### src/rtl/alt_pfl_cfg_rsu_recovery.sv
// RSU recovery controller: on a watchdog timeout or configuration failure, pulses
// pfl_nreconfigure low to reload the factory page. Retries are bounded, after which it locks out.
module alt_pfl_cfg_rsu_recovery #(
    parameter int PAGE_WIDTH    = 3,
    parameter int FACTORY_PAGE  = 0,
    parameter int NRECONF_PULSE = 16,
    parameter int CONF_TIMEOUT  = 1000000,
    parameter int MAX_RETRIES   = 3
) (
    input  logic                               clk,
    input  logic                               reset,
    input  logic [PAGE_WIDTH-1:0]              app_page,
    input  logic                               watchdog_timed_out,
    input  logic                               fpga_conf_done,
    input  logic                               fpga_nstatus,
    output logic                               pfl_nreconfigure,
    output logic [PAGE_WIDTH-1:0]              page_sel,
    output logic                               recovery_active,
    output logic [$clog2(MAX_RETRIES+1)-1:0]   fail_count,
    output logic                               recovery_exhausted,
    output logic [2:0]                         state_dbg
);

    localparam int FCW     = $clog2(MAX_RETRIES + 1);
    localparam int CNT_MAX = (NRECONF_PULSE > CONF_TIMEOUT) ? NRECONF_PULSE : CONF_TIMEOUT;
    localparam int CW      = $clog2(CNT_MAX + 1);

    localparam logic [CW-1:0]         PULSE_LAST   = CW'(NRECONF_PULSE - 1);
    localparam logic [CW-1:0]         TIMEOUT_LAST = CW'(CONF_TIMEOUT - 1);
    localparam logic [FCW-1:0]        FAIL_MAX     = FCW'(MAX_RETRIES);
    localparam logic [PAGE_WIDTH-1:0] FACTORY      = PAGE_WIDTH'(FACTORY_PAGE);

    typedef enum logic [2:0] {
        S_IDLE      = 3'd0,
        S_MONITOR   = 3'd1,
        S_PULSE     = 3'd2,
        S_WAIT_CONF = 3'd3,
        S_LOCKOUT   = 3'd4
    } state_t;

    state_t                  state_q, state_d;
    logic [CW-1:0]           cnt_q, cnt_d;
    logic                    seen_low_q, seen_low_d;
    logic                    wd_q, ns_q;
    logic                    wd_rise, ns_fall, conf_ok, timed_out, take_fail, at_max;
    logic                    nreconf_d, active_d, exhausted_d;
    logic [FCW-1:0]          fail_count_d;
    logic [PAGE_WIDTH-1:0]   page_sel_d;

    assign wd_rise   = watchdog_timed_out & ~wd_q;
    assign ns_fall   = ~fpga_nstatus & ns_q;
    assign conf_ok   = seen_low_q & fpga_conf_done & fpga_nstatus;
    assign timed_out = (cnt_q == TIMEOUT_LAST);
    assign at_max    = (fail_count == FAIL_MAX);
    assign state_dbg = state_q;

    // A successful configuration in the same cycle as the timeout wins over the timeout.
    assign take_fail = ((state_q == S_MONITOR) && (wd_rise || ns_fall)) ||
                       ((state_q == S_WAIT_CONF) && !conf_ok && (ns_fall || timed_out));

    always_ff @(posedge clk) begin
        if (reset) begin
            state_q            <= S_IDLE;
            cnt_q              <= '0;
            seen_low_q         <= 1'b0;
            wd_q               <= 1'b0;
            ns_q               <= 1'b0;
            pfl_nreconfigure   <= 1'b1;
            page_sel           <= app_page;
            recovery_active    <= 1'b0;
            fail_count         <= '0;
            recovery_exhausted <= 1'b0;
        end else begin
            state_q            <= state_d;
            cnt_q              <= cnt_d;
            seen_low_q         <= seen_low_d;
            wd_q               <= watchdog_timed_out;
            ns_q               <= fpga_nstatus;
            pfl_nreconfigure   <= nreconf_d;
            page_sel           <= page_sel_d;
            recovery_active    <= active_d;
            fail_count         <= fail_count_d;
            recovery_exhausted <= exhausted_d;
        end
    end

    always_comb begin
        state_d = state_q;
        case (state_q)
            S_IDLE:      state_d = S_MONITOR;
            S_MONITOR:   if (take_fail) state_d = at_max ? S_LOCKOUT : S_PULSE;
            S_PULSE:     if (cnt_q == PULSE_LAST) state_d = S_WAIT_CONF;
            S_WAIT_CONF: begin
                if (conf_ok)        state_d = S_MONITOR;
                else if (take_fail) state_d = at_max ? S_LOCKOUT : S_PULSE;
            end
            S_LOCKOUT:   state_d = S_LOCKOUT;
            default:     state_d = S_IDLE;
        endcase
    end

    // Outputs are registered, so they are derived from the state being entered.
    always_comb begin
        cnt_d        = '0;
        seen_low_d   = seen_low_q;
        fail_count_d = fail_count;
        page_sel_d   = page_sel;
        nreconf_d    = (state_d != S_PULSE);
        active_d     = (state_d == S_PULSE) || (state_d == S_WAIT_CONF);
        exhausted_d  = (state_d == S_LOCKOUT);

        if ((state_d == state_q) && ((state_q == S_PULSE) || (state_q == S_WAIT_CONF)))
            cnt_d = cnt_q + CW'(1);

        if (take_fail) begin
            seen_low_d = 1'b0;
            page_sel_d = FACTORY;
            if (!at_max)
                fail_count_d = fail_count + FCW'(1);
        end else if (state_q == S_WAIT_CONF) begin
            seen_low_d = seen_low_q | ~fpga_conf_done;
        end
    end

endmodule

### config.mk
export PLATFORM = sky130hd
export DESIGN_NAME = alt_pfl_cfg_rsu_recovery
export DESIGN_NICKNAME = d
export VERILOG_FILES = /design/src/rtl/alt_pfl_cfg_rsu_recovery.sv
export SDC_FILE = /design/constraint.sdc
export NUM_CORES = 1
export LEC_CHECK = 0
export BUFFER_PORTS_ARGS = -buffer_cell sky130_fd_sc_hd__clkbuf_2
export CAP_MARGIN = 20
export CORE_AREA = 10 10 64 66
export CTS_BUF_LIST = sky130_fd_sc_hd__clkbuf_16
export CTS_CLUSTER_DIAMETER = 150
export DETAILED_ROUTE_END_ITERATION = 10
export DIE_AREA = 0 0 74 76
export GPL_ROUTABILITY_DRIVEN = 0
export HOLD_SLACK_MARGIN = 0.12
export PLACE_DENSITY = 0.75
export SYNTH_ARGS = -nofsm -noshare
export SYNTH_HDL_FRONTEND = slang
export SYNTH_SLANG_ARGS = --single-unit
### constraint.sdc
create_clock -name clk -period 4 [get_ports clk]
set_input_delay 0.6 -clock clk [delete_from_list [all_inputs] [get_ports clk]]
set_output_delay 0.6 -clock clk [all_outputs]
set_load 0.02 [all_outputs]
==> metrics.yaml, run 1 <==
switching_share: 0.205
outcome: "finished, final reports clean"
antenna_cells: 0
power_density_mw_per_mm2: 486
slowest_stage: "nand4b_1"
routedWlPerCell_um: 13.9
drt_iter0_markers: 88
grt_pass1_vias: 1264
clk_latency_ns: 0.28
synth_edf_count: 3
start_kind: "register"
tightest_slew_ns: 0.827
die_h_um: 76
cpPeakStageDelay_ns: 0.65
crit_path_end_kind: "register"
fp.dieArea_sq_mm: 0.00562
cts_resized: 0
setup_viol: 0
seq_power_share: 0.410
slew-limit-headroom: 0.446
r2r-start: "cnt_q[0]"
first_pass_iters: 6
power_leakage_uw: 0.000691
cts_max_level: 2
cts.clk_slew.worst_paths_ns: 0.05
cap_violations: 0
switchingPower_uw: 182
area_growth_pct: 19.1
ys_ff_latch: 34
drive_gt1_frac: 0.191
cts_tree: "yes"
portBuffers: 18
fin_area_sq_mm: 0.00184
drc: 0
num_vias: 1252
cts_buffers: 5
synthCells: 167
fin_skew_ns: 0.00278
yosysWarnings: 0
setup.worst_path.start: "cnt_q[0]"
final_nets: 197
worstSetupPathType: "reg2reg"
synth_fp_nets: 177
final.setup.tns_ns: 0
post_cts_buffers: 0
path_cells: "ha_1 -> nand3_1 -> nor4_4 -> a31oi_4 -> nand4b_1 -> nor2_1"
num_rows: 20
dpl_cell_area_sq_mm: 0.00165
initial_core_util: 0.527
async_reset_ff_frac: 0
ctsRootBufferMaster: "clkbuf_16"
hp-class: "reg2reg"
wl_um: 3070
rsz0062_at_grt: "no"
clock_path_buffers: 2
pwr-share-clk: 0.517
track_usage: 0.117
fin_crit_ns: 2.35
crit_fanout: 20
num_io_pins: 19
synth-seq-area-share: 0.461
cp_data_required_time_ns: 4.13
hold_buffers: 0
grt_overflow: 0
synthesis.area_sq_mm: 0.00154
power.total_uw: 892
grt_pass1_wl_um: 5290
ant_nets: 0
critPathArrivalTime_ns: 2.48
hold_viol_final: 0
p_int_uw: 710
final_max_slew_viol_count: 0
path_buf_inv: 0
combPwrFrac: 0.073
clock-sinks: 34
avgSynthCellArea_sq_um: 9.24
ir_drop_uv: 375
cp_top_family: "simple AND/OR/NAND/NOR gates"
synth_ff_type: "dfxtp_1"
dp.final_hpwl_um: 2220
grt_max_degree: 21
hp-start: "cnt_q[0]"
clock.fmax_ghz: 0.426
die_w_um: 74
vias_per_cell: 5.67
synth_cell_types: 39
grt_antenna_before_repair: 0
final_util: 0.627
core-area_sq_mm: 0.00293
post-route-period-util: 0.588
## through the flow
stage / hold slack (ns) / setup WS, ns / instances
floorplan: 0.429 / 2.12 / 167
global placement: 0.439 / 1.62 / 213
detailed placement: 0.453 / 1.46 / 213
CTS: 0.465 / 1.61 / 221
global route: 0.517 / 1.40 / 221
finish: 0.462 / 1.65 / 221
## cell usage in the layout (no fill, tap or decap), types with 4 or more instances in the layout
| cell type | instances |
|---|---|
| nand2b_1 | 5 |
| nand2_1 | 12 |
| nor2_1 | 32 |
| clkbuf_16 | 6 |
| nand4_1 | 5 |
| and2_1 | 4 |
| dfxtp_1 | 31 |
| xor2_1 | 12 |
| xnor2_1 | 6 |
| a21oi_1 | 4 |
| nand3_1 | 5 |
| nor4_1 | 5 |
| clkbuf_2 | 18 |
## power by group through the flow
stage	Clock (uW)	Combinational [uW]	Sequential, uW
3_3_place_gp	0	63.1	371
4_1_cts	470	65.8	366
2_1_floorplan	0	34.6	381
6_report	462	64.8	366
3_5_place_dp	0	65.3	373
5_1_grt	487	72.3	367
## area by class of cell
cell class / count / area, sq um
Fill cell: 258 / 1090
Multi-Input combinational cell: 125 / 800
Sequential cell: 34 / 711
Clock buffer: 6 / 150
Timing Repair Buffer: 18 / 90.1
Tap cell: 33 / 41.3
Clock inverter: 2 / 33.8
Inverter: 3 / 11.3
## worst paths after layout
path	to	slack (ns)	cells past startpoint
worst min-delay path	cnt_q[0]	0.46	1
worst max-delay path	cnt_q[6]	1.65	6
worst min register to register	cnt_q[0]	0.46	1
worst max register to register	cnt_q[6]	1.65	6
## sequential cells by signal, indices dropped and copies added (netlist names)
register            flops
pfl_nreconfigure        1
recovery_active         1
wd_q                    1
ns_q                    1
recovery_exhausted      1
state_dbg               3
page_sel                3
fail_count              2
seen_low_q              1
cnt_q                  20
## cells in the mapped netlist (2+ instances only)
| cell | n | area, sq um |
|---|---|---|
| nor4_1 | 5 | 31.3 |
| xor2_1 | 12 | 105 |
| a21oi_1 | 4 | 20.0 |
| and3_1 | 3 | 18.8 |
| or3_1 | 2 | 12.5 |
| buf_2 | 2 | 10.0 |
| dfxtp_1 | 31 | 621 |
| inv_1 | 3 | 11.3 |
| and2_1 | 4 | 25.0 |
| nand4_1 | 5 | 31.3 |
| clkbuf_1 | 3 | 11.3 |
| o311ai_0 | 2 | 17.5 |
| or3b_2 | 2 | 17.5 |
| xnor2_1 | 6 | 52.6 |
| nor3_1 | 2 | 10.0 |
| nand2b_1 | 5 | 31.3 |
| nand3_1 | 5 | 25.0 |
| nor2_1 | 32 | 120 |
| or4_4 | 2 | 22.5 |
| nor2b_1 | 3 | 18.8 |
| ha_1 | 2 | 25.0 |
| nand2_1 | 12 | 45.0 |
| or2_2 | 2 | 12.5 |
| edfxtp_1 | 3 | 90.1 |
## cells by family after synthesis
group                      after synthesis  synth area share
adders and majority gates                2            0.0162
buffers and inverters                    8            0.0211
DFF                                     34             0.461
xor gates and xnor gates                18             0.102
and+or+nand+nor                         91             0.320
AOI/OAI and AO/OA                       13            0.0730
muxes                                    1           0.00649
## routing by layer
metal | GRT usage | wire, um
met5 | 0 | 0
met4 | 0.0578 | 76
met3 | 0.0547 | 251
met2 | 0.193 | 1520
met1 | 0.117 | 1220
Note: power is estimated with default switching activity, not from simulation.
==> run 2, diff against run 1 <==
CORE_AREA = 10 10 66 68   (was 10 10 64 66)
DIE_AREA = 0 0 76 78   (was 0 0 74 76)
PLACE_DENSITY = 0.73   (was 0.75)
clock period = 2.11 ns   (was 4 ns; I/O delays follow)
==> run 2 against run 1 <==
Via count shrank 0.56%; sequential power grew 89%; flip-flop and latch count is the same; critical endpoint is now cnt_q[16]; worst setup slack lost 1.4 ns; die area grew 5.4%.
==> metrics.yaml, run 2 (synthesized netlist as in run 1, its figures left out) <==
cts_max_level: 2
drc: 0
switching_share: 0.225
cpPeakStageDelay_ns: 0.38
power_leakage_uw: 0.000681
fin_ws_ns: 0.232
start_kind: "register"
ir_drop_uv: 391
grt_max_degree: 21
outcome: "finished, final reports clean"
cp_top_family: "simple AND/OR/NAND/NOR gates"
vias_per_cell: 5.25
crit_path_end_kind: "register"
ant_nets: 0
drt_iter0_markers: 53
power_density_mw_per_mm2: 810
initial_core_util: 0.485
final_nets: 200
crit_fanout: 20
cap_violations: 0
final_common_cell: "nor2_1"
cts_tree: "yes"
final_max_slew_viol_count: 0
cp_data_required_time_ns: 2.26
area_growth_pct: 18.5
core-area_sq_mm: 0.00318
fin_crit_ns: 1.88
slew-limit-headroom: 0.571
drive_gt1_frac: 0.194
path_buf_inv: 1
cts.clk_slew.worst_paths_ns: 0.05
fp.dieArea_sq_mm: 0.00593
combPwrFrac: 0.083
hp-class: "in2reg"
post-route-period-util: 0.890
routedWlPerCell_um: 12.6
hold_buffers: 0
final_cell_mix: "nor2_1, dfxtp_1, clkbuf_2"
fin_skew_ns: 0.00433
post_cts_buffers: 0
p_int_uw: 1150
switchingPower_uw: 333
fillerInstances: 284
rsz0062_at_grt: "no"
grt_overflow: 0
portBuffers: 18
first_pass_iters: 4
ctsRootBufferMaster: "clkbuf_16"
largest_reg_flops: 20
worstSetupPathType: "reg2reg"
slowest_stage: "nor4_4"
setup_viol: 0
cts_resized: 0
clk_latency_ns: 0.27
die_w_um: 76
grt_antenna_before_repair: 0
dp_slack_ns: 0.217
dp.final_hpwl_um: 2280
antenna_cells: 0
die_h_um: 78
grt_pass1_wl_um: 5420
num_rows: 21
final.setup.tns_ns: 0
num_vias: 1245
power.total_uw: 1480
seq_power_share: 0.467
path_cells: "ha_1 -> nand3_1 -> nor4_4 -> a31oi_4 -> nand4b_1 -> buf_4 -> nor2_1"
num_io_pins: 19
critPathArrivalTime_ns: 2.03
track_usage: 0.111
hold_viol_final: 0
clock.fmax_ghz: 0.533
grt_pass1_vias: 1269
tightest_slew_ns: 0.638
pwr-share-clk: 0.449
regMostFlops: "cnt_q"
clock_path_buffers: 2
wl_um: 2990
clock-sinks: 34
cts_buffers: 5
hold_ws_ns: 0.274
-- run 2: final timing paths --
check	startpoint	end	slack, ns	cells past startpoint
setup / recovery	cnt_q[0]	cnt_q[16]	0.23	7
hold / removal	watchdog_timed_out	wd_q	0.27	2
setup reg to reg	cnt_q[0]	cnt_q[16]	0.23	7
hold reg to reg	cnt_q[0]	cnt_q[0]	0.47	1
-- run 2: final cells by class --
| cell class | count | area, sq um | area share |
|---|---|---|---|
| clock inverter | 3 | 11.3 | 0.00616 |
| inverter | 3 | 11.3 | 0.00616 |
| clock buffer | 5 | 125 | 0.0684 |
| sequential | 34 | 711 | 0.389 |
| timing repair buffer | 21 | 113 | 0.0616 |
| multi-input combinational | 125 | 800 | 0.437 |
| tap | 46 | 57.6 | 0.0315 |
-- run 2: power groups by stage --
stage / combinational [uW] / sequential [uW] / clock [uW]
CTS: 125 / 692 / 683
global placement: 122 / 704 / 0
detailed placement: 125 / 705 / 0
global route: 139 / 695 / 721
floorplan: 65.6 / 723 / 0
finish: 123 / 692 / 665
-- run 2: per-layer routing --
metal	part of all wire	vias to the layer above	GRT usage
met3	0.057	7	0.0472
met5	0	-	0
met4	0.023	0	0.0663
met2	0.50	31	0.197
met1	0.42	583	0.106
li1	-	624	-
-- run 2: worst register-to-register path, cell delays in order (launching register included) --
cell	delay (ns)
dfxtp_1	0.37
ha_1	0.20
nand3_1	0.15
nor4_4	0.38
a31oi_4	0.19
nand4b_1	0.14
buf_4	0.24
nor2_1	0.09
-- run 2: stage by stage --
stage,instances,area (sq um),utilization
2_1_floorplan,167,1540,-
3_3_place_gp,229,1690,0.532
3_5_place_dp,229,1690,0.532
4_1_cts,237,1830,0.575
5_1_grt,237,1830,0.575
6_report,237,1830,0.575
==> run 3, diff against run 2 <==
CORE_AREA = 10 10 64 66   (was 10 10 66 68)
DIE_AREA = 0 0 74 76   (was 0 0 76 78)
PLACE_DENSITY = 0.75   (was 0.73)
clock period = 1.8 ns   (was 2.11 ns; I/O delays follow)
==> run 3 against run 2 <==
Largest power group unchanged; utilization grew 12 points; die area down 5.1%; the flow now finishes with violations (setup timing); sequential power rose by 17%; wire length increased by 21%; worst setup slack got worse by 0.28 ns; worst hold slack got worse by 0.045 ns.
==> metrics.yaml, run 3 (synthesized netlist as in run 1, its figures left out) <==
outcome: "complete, but fails checks"
violations: "setup timing"
rsz0062_at_grt: "yes"
grt_max_degree: 21
wl_um: 3610
grt_antenna_before_repair: 0
worstSetupPathType: "reg2reg"
final_nets: 215
fin_area_sq_mm: 0.00202
portBuffers: 18
clk_latency_ns: 0.28
cp_data_required_time_ns: 1.97
largest_reg_flops: 20
ant_nets: 0
drt_iter0_markers: 121
hold_viol_final: 0
finalNonFillerCells: 238
drc: 0
post-route-period-util: 1.03
grt_overflow: 0
drive_gt1_frac: 0.332
vias_per_cell: 5.61
grt_pass1_vias: 1244
setup_viol: 20
power_leakage_uw: 0.000784
final_cell_mix: "dfxtp_1, nor2_1, clkbuf_2"
start_kind: "register"
ir_drop_uv: 1110
critPathArrivalTime_ns: 2.02
fin_ws_ns: -0.0479
fin_skew_ns: 0.00334
hold_ws_ns: 0.229
slowest_stage: "or4_4"
fillerInstances: 221
grt_pass1_wl_um: 5430
area_growth_pct: 31.0
clock_path_buffers: 2
dp_slack_ns: 0.0385
crit_path_end_kind: "register"
clock.fmax_ghz: 0.541
core-area_sq_mm: 0.00293
track_usage: 0.122
power_density_mw_per_mm2: 885
antenna_cells: 0
dp.final_hpwl_um: 2340
final_max_slew_viol_count: 0
cpPeakStageDelay_ns: 0.55
fp.dieArea_sq_mm: 0.00562
tightest_slew_ns: 0.398
cts_tree: "yes"
ctsRootBufferMaster: "clkbuf_16"
final_common_cell: "dfxtp_1"
num_vias: 1334
hp-class: "in2reg"
dpl.cell_count: 223
cts_max_level: 2
cap_violations: 0
num_rows: 20
dpl_cell_area_sq_mm: 0.00174
path_cells: "or4_4 -> nor2_4 -> and4_4 -> nand4b_1 -> buf_6 -> clkbuf_16 -> nor2_1"
cts_buffers: 5
fin_crit_ns: 1.85
routedWlPerCell_um: 15.2
first_pass_iters: 4
die_w_um: 74
cts.clk_slew.worst_paths_ns: 0.05
slew-limit-headroom: 0.732
num_io_pins: 19
regMostFlops: "cnt_q"
crit_fanout: 5
clock-sinks: 34
initial_core_util: 0.527
die_h_um: 76
## run 3: final timing paths
path / start / to / slack (ns) / cells after the start
setup / recovery: cnt_q[11] / cnt_q[19] / -0.05 / 7
setup reg to reg: cnt_q[11] / cnt_q[19] / -0.05 / 7
hold / removal: watchdog_timed_out / wd_q / 0.23 / 2
hold reg to reg: fail_count[1] / fail_count[1] / 0.49 / 2
## run 3: worst max-delay path: cells and delay by family, from the launching register on
kind / cells / cell delay [ns]
buffers and inverters: 2 / 0.29
DFF: 1 / 0.32
and+or+nand+nor: 5 / 1.14
## run 3: power by group
part / switching [uW] / internal [uW] / leakage [uW] / total (uW)
clock network: 288 / 498 / 0.0000694 / 786
logic: 111 / 84.5 / 0.000431 / 196
registers: 16.8 / 791 / 0.000283 / 807
## run 3: cell type report
type | count | area (sq um) | share of cell area
Clock inverter | 2 | 10.0 | 0.00495
Tap cell | 33 | 41.3 | 0.0204
Inverter | 3 | 11.3 | 0.00557
Timing Repair Buffer | 35 | 255 | 0.126
Sequential cell | 34 | 713 | 0.353
Clock buffer | 5 | 125 | 0.0619
Multi-Input combinational cell | 126 | 865 | 0.428
## run 3: what timing repair did
action,in CTS,in global routing
resized for setup,0,18
setup buffers,0,5
endpoints found under the hold margin,0,0
setup endpoints to repair,0,28
hold buffers,0,0
## run 3: routing by layer
layer	wire length (um)	track usage
met5	0	0
met4	108	0.0821
met3	268	0.0560
met2	1850	0.190
met1	1380	0.125
## run 3: through the flow
step / utilization / total power [uW] / setup TNS [ns]
after detailed placement: 0.594 / 984 / 0
after CTS: 0.641 / 1780 / 0
after global placement: 0.594 / 979 / 0
final: 0.690 / 1790 / -0.566
after global routing: 0.690 / 1870 / -2.34
after floorplan: - / 924 / 0
